**config.mk**
```make
export PLATFORM = sky130hd
export DESIGN_NAME = psram_spi_sequencer
export DESIGN_NICKNAME = d
export VERILOG_FILES = /design/src/rtl/psram_spi_sequencer.sv
export SDC_FILE = /design/constraint.sdc
export NUM_CORES = 1
export LEC_CHECK = 0
export BUFFER_PORTS_ARGS = -buffer_cell sky130_fd_sc_hd__clkbuf_2
export CAP_MARGIN = 10
export CORE_MARGIN = 4
export CORE_UTILIZATION = 28
export CTS_CLUSTER_SIZE = 25
export DETAILED_ROUTE_END_ITERATION = 16
export SYNTH_ARGS = -nofsm -noshare
export SYNTH_HDL_FRONTEND = slang
export SYNTH_SLANG_ARGS = --single-unit
```
**constraint.sdc**
```tcl
create_clock -name sys_clk -period 6.1 [get_ports sys_clk]
set_input_delay 0.305 -clock sys_clk [delete_from_list [all_inputs] [get_ports sys_clk]]
set_output_delay 0.305 -clock sys_clk [all_outputs]
set_load 0.02 [all_outputs]
```
**src/rtl/psram_spi_sequencer.sv**
```systemverilog
// Serial PSRAM sequencer: power-up wait, reset-enable/reset commands, then single-byte
// SPI read/write frames driven straight onto the chip pins with sck = sys_clk/2.
module psram_spi_sequencer #(
    parameter logic [15:0] PWRUP_CYCLES = 16'd22500,
    parameter logic [7:0]  GAP_CYCLES   = 8'd4,
    parameter int          ADDR_W       = 23
) (
    input  logic              sys_clk,
    input  logic              sys_reset,
    input  logic              req_valid,
    output logic              req_ready,
    input  logic              req_we,
    input  logic [ADDR_W-1:0] req_addr,
    input  logic [7:0]        req_wdata,
    output logic              rsp_valid,
    output logic [7:0]        rsp_data,
    output logic              init_done,
    output logic              busy,
    output logic              ce_n,
    output logic              sck,
    output logic              si,
    input  logic              so
);

    typedef enum logic [2:0] {
        S_PWRUP,
        S_RSTEN,
        S_GAP1,
        S_RST,
        S_GAP2,
        S_IDLE,
        S_XFER,
        S_GAP3
    } state_t;

    state_t      state;
    logic [15:0] pwr_cnt;
    logic [7:0]  gap_cnt;
    logic [5:0]  bit_cnt;
    logic [39:0] shreg;
    logic [7:0]  rx;
    logic        active;
    logic        we_l;
    logic [23:0] addr24;
    logic [5:0]  last_bit;

    always_comb begin
        addr24 = '0;
        addr24[ADDR_W-1:0] = req_addr;
    end

    assign last_bit = (state == S_XFER) ? 6'd39 : 6'd7;

    // Frames are MSB-first out of shreg[39]; the first frame cycle only lowers ce_n,
    // after that sck toggles every cycle and si moves only on the falling half.
    always_ff @(posedge sys_clk) begin
        if (sys_reset) begin
            state     <= S_PWRUP;
            pwr_cnt   <= '0;
            gap_cnt   <= '0;
            bit_cnt   <= '0;
            shreg     <= '0;
            rx        <= '0;
            active    <= 1'b0;
            we_l      <= 1'b0;
            req_ready <= 1'b0;
            rsp_valid <= 1'b0;
            rsp_data  <= '0;
            init_done <= 1'b0;
            busy      <= 1'b0;
            ce_n      <= 1'b1;
            sck       <= 1'b0;
            si        <= 1'b0;
        end else begin
            rsp_valid <= 1'b0;
            case (state)
                S_PWRUP: begin
                    if (pwr_cnt >= PWRUP_CYCLES - 16'd1) begin
                        state <= S_RSTEN;
                        busy  <= 1'b1;
                        shreg <= {8'h66, 32'h0};
                    end else begin
                        pwr_cnt <= pwr_cnt + 16'd1;
                    end
                end

                S_RSTEN, S_RST, S_XFER: begin
                    if (!active) begin
                        active <= 1'b1;
                        ce_n   <= 1'b0;
                        sck    <= 1'b0;
                        si     <= shreg[39];
                        shreg  <= {shreg[38:0], 1'b0};
                    end else if (!sck) begin
                        sck <= 1'b1;
                        if (state == S_XFER && !we_l && bit_cnt >= 6'd32) begin
                            rx <= {rx[6:0], so};
                        end
                    end else begin
                        sck <= 1'b0;
                        if (bit_cnt == last_bit) begin
                            ce_n    <= 1'b1;
                            si      <= 1'b0;
                            active  <= 1'b0;
                            bit_cnt <= '0;
                            gap_cnt <= 8'd1;
                            if (state == S_RSTEN) begin
                                state <= S_GAP1;
                            end else if (state == S_RST) begin
                                state <= S_GAP2;
                            end else begin
                                state <= S_GAP3;
                                if (!we_l) begin
                                    rsp_valid <= 1'b1;
                                    rsp_data  <= rx;
                                end
                            end
                        end else begin
                            bit_cnt <= bit_cnt + 6'd1;
                            si      <= shreg[39];
                            shreg   <= {shreg[38:0], 1'b0};
                        end
                    end
                end

                // The next frame spends one extra ce_n-high cycle on entry, so this gap ends one early.
                S_GAP1: begin
                    if (gap_cnt >= GAP_CYCLES - 8'd1) begin
                        state   <= S_RST;
                        gap_cnt <= '0;
                        shreg   <= {8'h99, 32'h0};
                    end else begin
                        gap_cnt <= gap_cnt + 8'd1;
                    end
                end

                S_GAP2, S_GAP3: begin
                    if (gap_cnt >= GAP_CYCLES) begin
                        state     <= S_IDLE;
                        gap_cnt   <= '0;
                        req_ready <= 1'b1;
                        busy      <= 1'b0;
                        init_done <= 1'b1;
                    end else begin
                        gap_cnt <= gap_cnt + 8'd1;
                    end
                end

                S_IDLE: begin
                    if (req_valid && req_ready) begin
                        we_l      <= req_we;
                        shreg     <= {(req_we ? 8'h02 : 8'h03), addr24, (req_we ? req_wdata : 8'h00)};
                        req_ready <= 1'b0;
                        busy      <= 1'b1;
                        state     <= S_XFER;
                    end
                end

                default: state <= S_PWRUP;
            endcase
        end
    end

endmodule

```
# --- Word level (Yosys, flattened, before mapping) ---
# Cells that the tools add are included.
# W data, S select, Z words.
word_totals:
  regBits: 98
  latch_bits: 0
  ramBits: 0
  mem_bits_ro: 0
  input_bits: 36
  out_inout_bits: 15
  wordCells: 121
  n_memories: 0
classes:
  n_addsub: 3
  n_mul: 0
  div_mod_pow: 0
  magnitude_cmp: 4
  n_eq_ne: 19
  shifts: 0
  n_mux: 46
  n_bitwise: 8
  n_reduce_logical: 25
ops:
  columns: ["operator", "n"]
  rows:
  - ["$mux W40", 6]
  - ["$pmux W40 S4", 1]
  - ["$mux W8", 6]
  - ["$mux W3", 8]
  - ["$pmux W8 S3", 1]
  - ["$mux W1", 18]
  - ["$add A16 B1 Y16 const B", 1]
  - ["$ge A16 B15 Y1 const B", 1]
  - ["$ne A2 B2 Y1 const B", 8]
  - ["$pmux W3 S5", 1]
  - ["$reduce_and A7 Y1", 2]
  - ["$eq A3 B3 Y1 const B", 4]
  - ["$mux W6", 2]
  - ["$reduce_and A4 Y1", 3]
  - ["$reduce_and A3 Y1", 3]
  - ["$add A8 B1 Y8 const B", 1]
  - ["$ge A8 B2 Y1 const B", 1]
  - ["$ge A8 B3 Y1 const B", 1]
  - ["$not A1 Y1", 8]
  - ["$reduce_and A2 Y1", 4]
  - ["$reduce_or A7 Y1", 1]
  - ["$add A6 B1 Y6 const B", 1]
  - ["$eq A3 B2 Y1 const B", 2]
  - ["$eq A6 B6 Y1", 1]
  - ["16 further kinds", 20]

# --- Depth between registers and ports, before layout ---
# Gate-level depths: netlist of the first run.
depth:
  word_depth: 7
  ltp_mapped: 10
  depth_no_buf: 7

# --- Worst setup path before layout of the first run ---
# Ideal clock, no wire load.
synth_timing:
  path_type: "register to register"
  from: "reg state[0]"
  to: "reg shreg[10]"
  setup_ns: 0.086
  arrival_time_ns: 2.088
  t_required_ns: 6.014
  setup_slack_ns: 3.927
  path_stages_with_launch: 10
  path_buffers: 2
  synth_period_minus_slack_ns: 2.173
  cell_sequence: "dfxtp_1 > inv_1 > ha_1 > buf_2 > a21boi_1 > o31a_1 > o221a_2 > clkbuf_1 > a21oi_1 > a211oi_1"
synth_via:
  elab_chain_len: 5
  word_cells_on_any_way: 17
  classes_between: "11 x eq/ne; 2 x mux; 4 x reduce/logical"
synth_lines:
  columns: ["item", "line_no", "rtl"]
  rows:
  - ["from (decl)", "36", "state_t state;"]
  - ["from (signal assigned)", "58", "state <= S_PWRUP;"]
  - ["from (signal assigned)", "79", "state <= S_RSTEN;"]
  - ["from (signal assigned)", "108", "state <= S_GAP1;"]
  - ["$eq A3 B3 Y1", "52, 76", null]
  - ["$mux W6", "52", "assign last_bit = (state == S_XFER) ? 6'd39 : 6'd7;"]
  - ["$eq A6 B6 Y1", "101", "if (bit_cnt == last_bit) begin"]
  - ["$ne A3 B3 Y1 (no source line)", null, null]
  - ["$reduce_and A6 Y1 (no source line)", null, null]
  - ["to (signal assigned)", "81", "shreg <= {8'h66, 32'h0};"]
  - ["to (signal assigned)", "93", "shreg <= {shreg[38:0], 1'b0};"]
  - ["to (signal assigned)", "121", "shreg <= {shreg[38:0], 1'b0};"]
  - ["to (decl)", "40", "logic [39:0] shreg;"]
# Several ways; a longest one is shown, not always the timed one.
# A chain may end at the register's enable or synchronous reset.

# --- Worst setup path after layout of the first run ---
layout_timing:
  from: "reg state[0]"
  to: "reg shreg[24]"
# The elaborated chain is that of the path after synthesis.

==> impl_metrics.tcl, run 1 <==
set metrics [dict create \
    wire_per_inst_um 14.5 \
    syn_area_um2 4580 \
    period_share_pct 46.6 \
    start_util_pct 28.7 \
    maxSlewViolCount 0 \
    core_um2 15900 \
    root_buffer "clkbuf_16" \
    grt_pass1_vias 3756 \
    drt_first_pass_iters 4 \
    postCtsSetupRepairBufs 0 \
    wl_um 11200 \
    worst-path-buf-inv 1 \
    path_cells "inv_1 > ha_1 > a21boi_1 > o31a_1 > o221a_2 > a21oi_1 > a211oi_1" \
    tightest_slew_ns 1.02 \
    setup_tns_ns 0 \
    grt_pass1_wl_um 18300 \
    port_buffers 50 \
    antennaDiodeCount 0 \
    die_width_um 136 \
    ant_nets 0 \
    final-setup-viol-count 0 \
    grt.overflow.total 0 \
    place.gp.congestion 0.796 \
    cts_buffers 9 \
    synth_nets 568 \
    skew_ns 0.00840 \
    nets 595 \
    synth.avg_cell_area_um2 8.78 \
    power_uw 2010 \
    holdBufCountCts 0 \
    cp-start-kind "flop" \
    power.leakage_uw 0.00190 \
    antenna_found_initial 0 \
    synth_ff_type "dfxtp_1" \
    rsz0062_at_grt "false" \
    yosysWarnings 0 \
    crit_start "state[0]" \
    viasPerCell 5.12 \
    finalCriticalPeriod_ns 2.84 \
    cts_tree "yes" \
    cts_max_level 3 \
    ys_seq_elements 98 \
    insertion_delay_ns 0.34 \
    hpwl_um 7380 \
    powerDensity_nw_per_um2 378 \
    synthCells 522 \
    cp.arrival_ns 3.08 \
    maxCapViolCount 0 \
    clk_pin_slew_worst_paths_ns 0.07 \
    m1WireLength_um 5240 \
    slowest_stage "o221a_2" \
    ys_seq_area_share_pct 42.8 \
    final_common_cell "dfxtp_1" \
    hold_viol 0 \
    route.met2.wl_um 5360 \
    post_route_cells_drive_above_1_share_pct 14.1 \
    num_vias 3944 \
    setup.worst_path.end_class "flop" \
    area_delta_synth_final_pct 15.7 \
    drc_errors 0 \
    dieArea_um2 18500 \
    async_reset_ff_share_pct 0 \
    grt_max_degree 91 \
    r2r_start "state[0]" \
    worstHoldStart "so" \
    ctsLongestPathBuffers 2 \
    cp.required_ns 6.34 \
    post_cts_resized 0 \
    clock.fmax_mhz 352 \
    boundaryPins 51 \
    status "complete, no violations" \
    synth-edff-count 0 \
    numClockSinks 98 \
    wl_met3_um 359 \
    drt_iter0_markers 309 \
    hold_slack_ns 0.207 \
    critPathMaxStageDelay_ns 0.74 \
    layout_common_cells "98 x dfxtp_1, 59 x a21oi_1, 58 x nor2_1" \
    relSlewSlack_pct 31.8 \
    row_count 46 \
    peakVddDrop_uv 188 \
    crit_fanout 40 \
    worstSetupPathType "reg2reg" \
    hold_path.class "in2reg" \
    synth.distinct_cells 59 \
    track_usage_pct 11.9 \
    routed.top_layer "met4" \
    die_y_um 136 \
    path_delay_family "compound AO/OA/AOI/OAI gates" \
]
[cells in the mapped netlist, types with 3 or more instances]
master    number  share of area, %
nor3_1         4              0.44
o21ai_0       13               1.4
a31oi_1        3              0.41
nor2b_1        9               1.2
and3_1         5              0.68
and2_1         4              0.55
ha_1          10               2.7
inv_1         13               1.1
a21oi_1       60               6.6
nand4b_1       3              0.57
xor2_1        14               2.7
clkbuf_1      24               2.0
nand3_1       16               1.7
nand4_1       11               1.5
nand2_1       17               1.4
mux2i_1       18               3.9
o21a_1         3              0.49
dfxtp_1       98                43
nor2_1        59               4.8
a22oi_1       33               5.4
nand2b_1       6              0.82
buf_2         11               1.2
a211oi_1      41               6.7
[path summary, 6_finish.rpt]
check	slack, ns	to	cells past startpoint
setup / recovery	3.26	shreg[24]	7
hold / removal	0.21	rx[0]	3
setup reg to reg	3.26	shreg[24]	7
hold reg to reg	0.45	shreg[33]	2
[final cells by class]
class                           instances  area, um2
Sequential cell                        98       1960
Clock inverter                          5       85.1
Multi-Input combinational cell        373       2410
Clock buffer                           11        243
Tap cell                              216        270
Timing Repair Buffer                   54        280
Fill cell                            1645      10600
Inverter                               13       48.8
[per-stage QoR]
| step | std cells | cell area [um2] | worst slack (ns) | util [%] |
|---|---|---|---|---|
| floorplan | 522 | 4580 | 3.93 | - |
| global placement | 754 | 4980 | 3.51 | 31.2 |
| detailed placement | 754 | 4980 | 3.29 | 31.2 |
| CTS | 770 | 5300 | 3.31 | 33.3 |
| global route | 770 | 5300 | 3.07 | 33.3 |
| finish | 770 | 5300 | 3.26 | 33.3 |
[tightest hold or removal path, cell delays in order]
cell	delay [ns]
clkbuf_2	0.08
mux2i_1	0.06
nor2_1	0.07
[kinds of logic after synthesis]
kind of cell / Yosys count / synth area share, %
buffers and inverters: 51 / 4.64
multiplexers: 18 / 3.93
AND/OR/NAND/NOR: 153 / 17.3
flip-flops: 98 / 42.8
XOR/XNOR: 15 / 2.87
adder cells (fa/ha/maj): 10 / 2.73
AO/OA/AOI/OAI: 177 / 25.7
[state kept, by name, summed over array words and instances, names as in the netlist, 3 cells and up]
register / count
state: 3
shreg: 40
bit_cnt: 6
pwr_cnt: 16
gap_cnt: 8
rsp_data: 8
rx: 8
[report_power, final]
part	internal (uW)	leakage (uW)	total, uW	switching, uW
logic	213	0.000943	609	396
registers	720	0.000796	782	61.8
clock network	373	0.000156	616	243
[metal layers]
| layer | GRT usage [%] | up-vias |
|---|---|---|
| li1 | - | 1987 |
| met1 | 16.0 | 1875 |
| met2 | 18.8 | 60 |
| met3 | 2.41 | 22 |
| met4 | 4.37 | 0 |
| met5 | 0 | - |
(Power assumes the default switching activity.)
==> inputs of run 2 (changes only) <==
==> constraint.sdc (replaced) <==
create_clock -name sys_clk -period 2.3 [get_ports sys_clk]
set_input_delay 0.115 -clock sys_clk [delete_from_list [all_inputs] [get_ports sys_clk]]
set_output_delay 0.115 -clock sys_clk [all_outputs]
set_load 0.02 [all_outputs]
==> impl_metrics.tcl, run 2 (synthesized netlist as in run 1, its figures left out) <==
set metrics [dict create \
    maxCapViolCount 0 \
    post_route_cells_drive_above_1_share_pct 18.1 \
    ant_nets 0 \
    start_util_pct 28.7 \
    clock.fmax_mhz 460 \
    holdBufCountCts 0 \
    worstSetupPathType "reg2reg" \
    hpwl_um 7790 \
    place.gp.congestion 0.862 \
    port_buffers 50 \
    die_width_um 136 \
    antennaDiodeCount 0 \
    fillers 1625 \
    grt.overflow.total 0 \
    drc_errors 0 \
    insertion_delay_ns 0.35 \
    skew_ns 0.00951 \
    cp.arrival_ns 2.38 \
    wire_per_inst_um 14.4 \
    critPathMaxStageDelay_ns 0.43 \
    drt_first_pass_iters 5 \
    clk_pin_slew_worst_paths_ns 0.07 \
    grt_pass1_vias 3895 \
    core_um2 15900 \
    rsz0062_at_grt "false" \
    finalCriticalPeriod_ns 2.17 \
    viasPerCell 5.15 \
    maxSlewViolCount 0 \
    final_common_cell "dfxtp_1" \
    path_cells "buf_4 > ha_1 > or3_1 > nand3_1 > o221ai_1 > nor2_2 > buf_12 > a211oi_1" \
    row_count 46 \
    tightest_slew_ns 0.535 \
    boundaryPins 51 \
    fin_area_um2 5540 \
    cp.required_ns 2.50 \
    period_share_pct 94.6 \
    dpl_cell_area_um2 5190 \
    hold_path.class "in2reg" \
    crit_fanout 38 \
    status "complete, no violations" \
    hold_viol 0 \
    cp-start-kind "flop" \
    root_buffer "clkbuf_16" \
    cts_tree "yes" \
    wl_um 11400 \
    setup_tns_ns 0 \
    layout_common_cells "97 x dfxtp_1, 59 x a21oi_1, 58 x nor2_1" \
    cts_max_level 3 \
    drt_iter0_markers 331 \
    regMostFlops "shreg" \
    power.leakage_uw 0.00202 \
    final-setup-viol-count 0 \
    slowest_stage "or3_1" \
    die_y_um 136 \
    largest_register_ffs 40 \
    relSlewSlack_pct 64.3 \
    setup.worst_path.end_class "flop" \
    dieArea_um2 18500 \
    top_regs "shreg x40, pwr_cnt x16" \
    num_vias 4071 \
    antenna_found_initial 0 \
    grt_max_degree 45 \
    nets 616 \
    numClockSinks 98 \
    cts_buffers 9 \
    grt_pass1_wl_um 18700 \
    track_usage_pct 12.3 \
    ctsLongestPathBuffers 2 \
    peakVddDrop_uv 599 \
    powerDensity_nw_per_um2 994 \
    area_delta_synth_final_pct 20.9 \
]
[run 2: changes by cell type in the layout (fill, tap and decap cells not counted), sizes merged]
cell,delta
clkinv,+2
buf,+20
bufinv,-2
inv,+1
[run 2: area by class of cell]
type / count / area [um2] / area share, %
Inverter: 13 / 48.8 / 0.881
Clock inverter: 6 / 61.3 / 1.11
Clock buffer: 10 / 239 / 4.31
Multi-Input combinational cell: 373 / 2440 / 44.0
Tap cell: 216 / 270 / 4.88
Sequential cell: 98 / 1960 / 35.4
Timing Repair Buffer: 75 / 518 / 9.35
[run 2: stage by stage]
step,cells,utilization [%],setup WS (ns),total power [uW],hold WS (ns)
floorplan,522,-,0.127,3360,0.259
global placement,774,32.5,0.164,3860,0.359
detailed placement,774,32.5,0.0974,3920,0.377
CTS,790,34.4,0.0734,5430,0.0139
global route,791,34.7,0.00350,5840,0.0405
finish,791,34.7,0.125,5510,0.0152
[run 2: power breakdown]
group          total, uW  internal (uW)  switching, uW
clock network       1490            788            706
logic               1950            798           1160
registers           2060           1910            150
[run 2: final timing paths]
kind                            startpoint        end  slack, ns  depth (start not counted)
worst max-delay path              state[0]  shreg[35]       0.13                          8
worst min-delay path                    so      rx[0]       0.02                          3
worst max register to register    state[0]  shreg[35]       0.13                          8
worst min register to register   shreg[33]  shreg[33]       0.45                          2
[run 2: timing repair]
| action | CTS | global route |
|---|---|---|
| setup endpoints to repair | 0 | 42 |
| buffers inserted | 0 | 0 |
| resized for setup | 0 | 5 |
[run 2: metal layers]
metal	vias up	GRT usage [%]	part of all wire, %
met3	13	2.55	3.3
met5	-	0	0
met1	1946	16.5	47
met4	0	4.37	1.8
li1	2036	-	-
met2	76	19.6	48
[run 2: worst max-delay path, delay by kind of cell (launching register included)]
family | cells | cell delay (ns)
simple gates | 3 | 0.78
buf+inv | 2 | 0.37
flops | 1 | 0.31
compound gates | 2 | 0.31
fa+ha+maj | 1 | 0.25
==> inputs of run 3 (changes only) <==
--- a/config.mk
+++ b/config.mk
@@ -5,6 +5,7 @@
 export SDC_FILE = /design/constraint.sdc
 export NUM_CORES = 1
 export LEC_CHECK = 0
+export ABC_AREA = 1
 export BUFFER_PORTS_ARGS = -buffer_cell sky130_fd_sc_hd__clkbuf_2
 export CAP_MARGIN = 10
 export CORE_MARGIN = 4
==> impl_metrics.tcl, run 3 <==
set metrics [dict create \
    grt_max_degree 45 \
    fillers 1792 \
    powerDensity_nw_per_um2 1500 \
    ys_seq_elements 98 \
    synth.distinct_cells 33 \
    synth_nets 720 \
    die_y_um 137 \
    viasPerCell 4.49 \
    clk_pin_slew_worst_paths_ns 0.07 \
    cts_buffers 9 \
    worstSetupPathType "reg2reg" \
    tightest_slew_ns 0.575 \
    hold_viol 0 \
    cp.arrival_ns 2.32 \
    ys_seq_area_share_pct 41.9 \
    reg2reg_depth 12 \
    hpwl_um 7140 \
    drt_first_pass_iters 4 \
    setup.worst_path.end_class "flop" \
    dieArea_um2 18800 \
    start_util_pct 29.0 \
    cp.required_ns 2.55 \
    synthCells 674 \
    cp-start-kind "flop" \
    crit_fanout 6 \
    final_common_cell "nor2_1" \
    synth.avg_cell_area_um2 6.94 \
    area_delta_synth_final_pct 18.4 \
    die_width_um 137 \
    drc_errors 0 \
    skew_ns 0.00806 \
    num_vias 4240 \
    maxCapViolCount 0 \
    core_um2 16100 \
    numClockSinks 98 \
    layout_common_cells "151 x nor2_1, 125 x nand2_1, 98 x dfxtp_1" \
    track_usage_pct 11.8 \
    final-setup-viol-count 0 \
    ff2ff_setup_slack_ns 0.23 \
    grt_pass1_wl_um 18000 \
    hold_slack_ns 0.121 \
    ant_nets 0 \
    root_buffer "clkbuf_16" \
    syn_area_um2 4680 \
    power.leakage_uw 0.00234 \
    synth-edff-count 0 \
    row_count 46 \
    antenna_found_initial 0 \
    min_to "shreg[17]" \
    top_regs "shreg x40, pwr_cnt x16" \
    hold_path.class "in2reg" \
    port_buffers 50 \
    ctsLongestPathBuffers 2 \
    relSlewSlack_pct 61.7 \
    ys_top_cells_by_area "dfxtp_1 42%, nor2_1 12%, nand2_1 10%, nand3_1 5.5%, inv_1 5.0%" \
    clock.fmax_mhz 483 \
    synth.top_cell.area_share_pct 41.9 \
    cts_tree "yes" \
    netlist_top_cells_count "151 x nor2_1, 125 x nand2_1, 98 x dfxtp_1" \
    synth_most_common_cell "nor2_1" \
    antennaDiodeCount 0 \
    synth_ff_type "dfxtp_1" \
    cts_max_level 3 \
    finalCriticalPeriod_ns 2.07 \
    yosysTopAreaCell "dfxtp_1" \
    regMostFlops "shreg" \
    r2r-end "state[0]" \
    r2r_start "state[0]" \
    boundaryPins 51 \
    wl_um 10700 \
    grt.overflow.total 0 \
    setup_tns_ns 0 \
    insertion_delay_ns 0.35 \
    rsz0062_at_grt "false" \
    drt_iter0_markers 194 \
    largest_register_ffs 40 \
    worstHoldStart "req_addr[9]" \
    grt_pass1_vias 3831 \
    post_route_cells_drive_above_1_share_pct 13.9 \
    nets 769 \
    place.gp.congestion 0.814 \
    async_reset_ff_share_pct 0 \
    holdPathStages 5 \
    status "complete, no violations" \
    period_share_pct 90.0 \
    maxSlewViolCount 0 \
    wire_per_inst_um 11.4 \
    yosysWarnings 0 \
    peakVddDrop_uv 733 \
]
## run 3: logic make-up (layout without fill, tap and decap cells)
group	after synthesis	in the layout	synth area share [%]
AND/OR/NAND/NOR	363	364	32.8
AO/OA/AOI/OAI	105	105	13.4
flip-flops	98	98	41.9
buffers and inverters	96	149	8.85
adder cells (fa/ha/maj)	10	10	2.67
XOR/XNOR	2	2	0.375
## run 3: area by class of cell
cell class              instances  area [um2]  area share [%]
clock inverters                 7         100            1.81
clock buffers                   9         225            4.07
repair buffers                 66         414            7.48
flip-flops and latches         98        1960            35.4
multi-input cells             481        2320            41.8
well taps                     216         270            4.88
inverters                      67         251            4.54
## run 3: worst max-delay path by stage
stage	start	endpoint	cells after the start
after floorplan	state[1]	shreg[10]	11
final	state[0]	state[0]	12
after detailed placement	state[1]	shreg[26]	11
after global routing	state[0]	state[1]	12
after CTS	state[1]	shreg[3]	11
after global placement	state[0]	shreg[11]	11
## run 3: power by group
part / total [uW] / internal (uW) / switching, uW
Sequential: 2450 / 2180 / 271
Combinational: 4200 / 1480 / 2730
Clock: 1640 / 960 / 680
## run 3: critical path, stage by stage, from the launching register on
cell and delay [ns]:
dfxtp_1 0.43, inv_1 0.11, ha_1 0.26, nand2_1 0.15, nand2_1 0.07, nand2_1 0.07, nand2_1 0.16, o21ai_2 0.21
nand2_1 0.09, nor2_2 0.22, nand2_1 0.09, nand2_1 0.06, nor2_1 0.04
## run 3: per-stage QoR
stage / total power [uW] / setup slack [ns] / util (%) / instances / area (um2)
after floorplan: 5780 / 0.485 / - / 674 / 4680
after global placement: 6490 / 0.0754 / 32.1 / 925 / 5170
after detailed placement: 6510 / 0.00292 / 32.1 / 925 / 5170
after CTS: 8280 / 0.129 / 34.2 / 943 / 5510
after global routing: 9070 / 0.00757 / 34.4 / 944 / 5540
final: 8290 / 0.230 / 34.4 / 944 / 5540
## run 3: layer usage
metal  vias to the layer above  GRT usage, %  share of wire [%]
met1                      1893          15.5                 50
met5                         -             0                  0
li1                       2287             -                  -
met4                         0          5.88                2.2
met2                        47          18.7                 45
met3                        13          2.01                3.3
## run 3: repair_timing
action	4_1_cts	5_1_grt
hold endpoints to repair	1	0
pin swaps	1	1
setup buffers	0	1
endpoints found under the setup margin	2	8
gates cloned	1	0
gates resized for setup	1	2
hold buffers	1	0
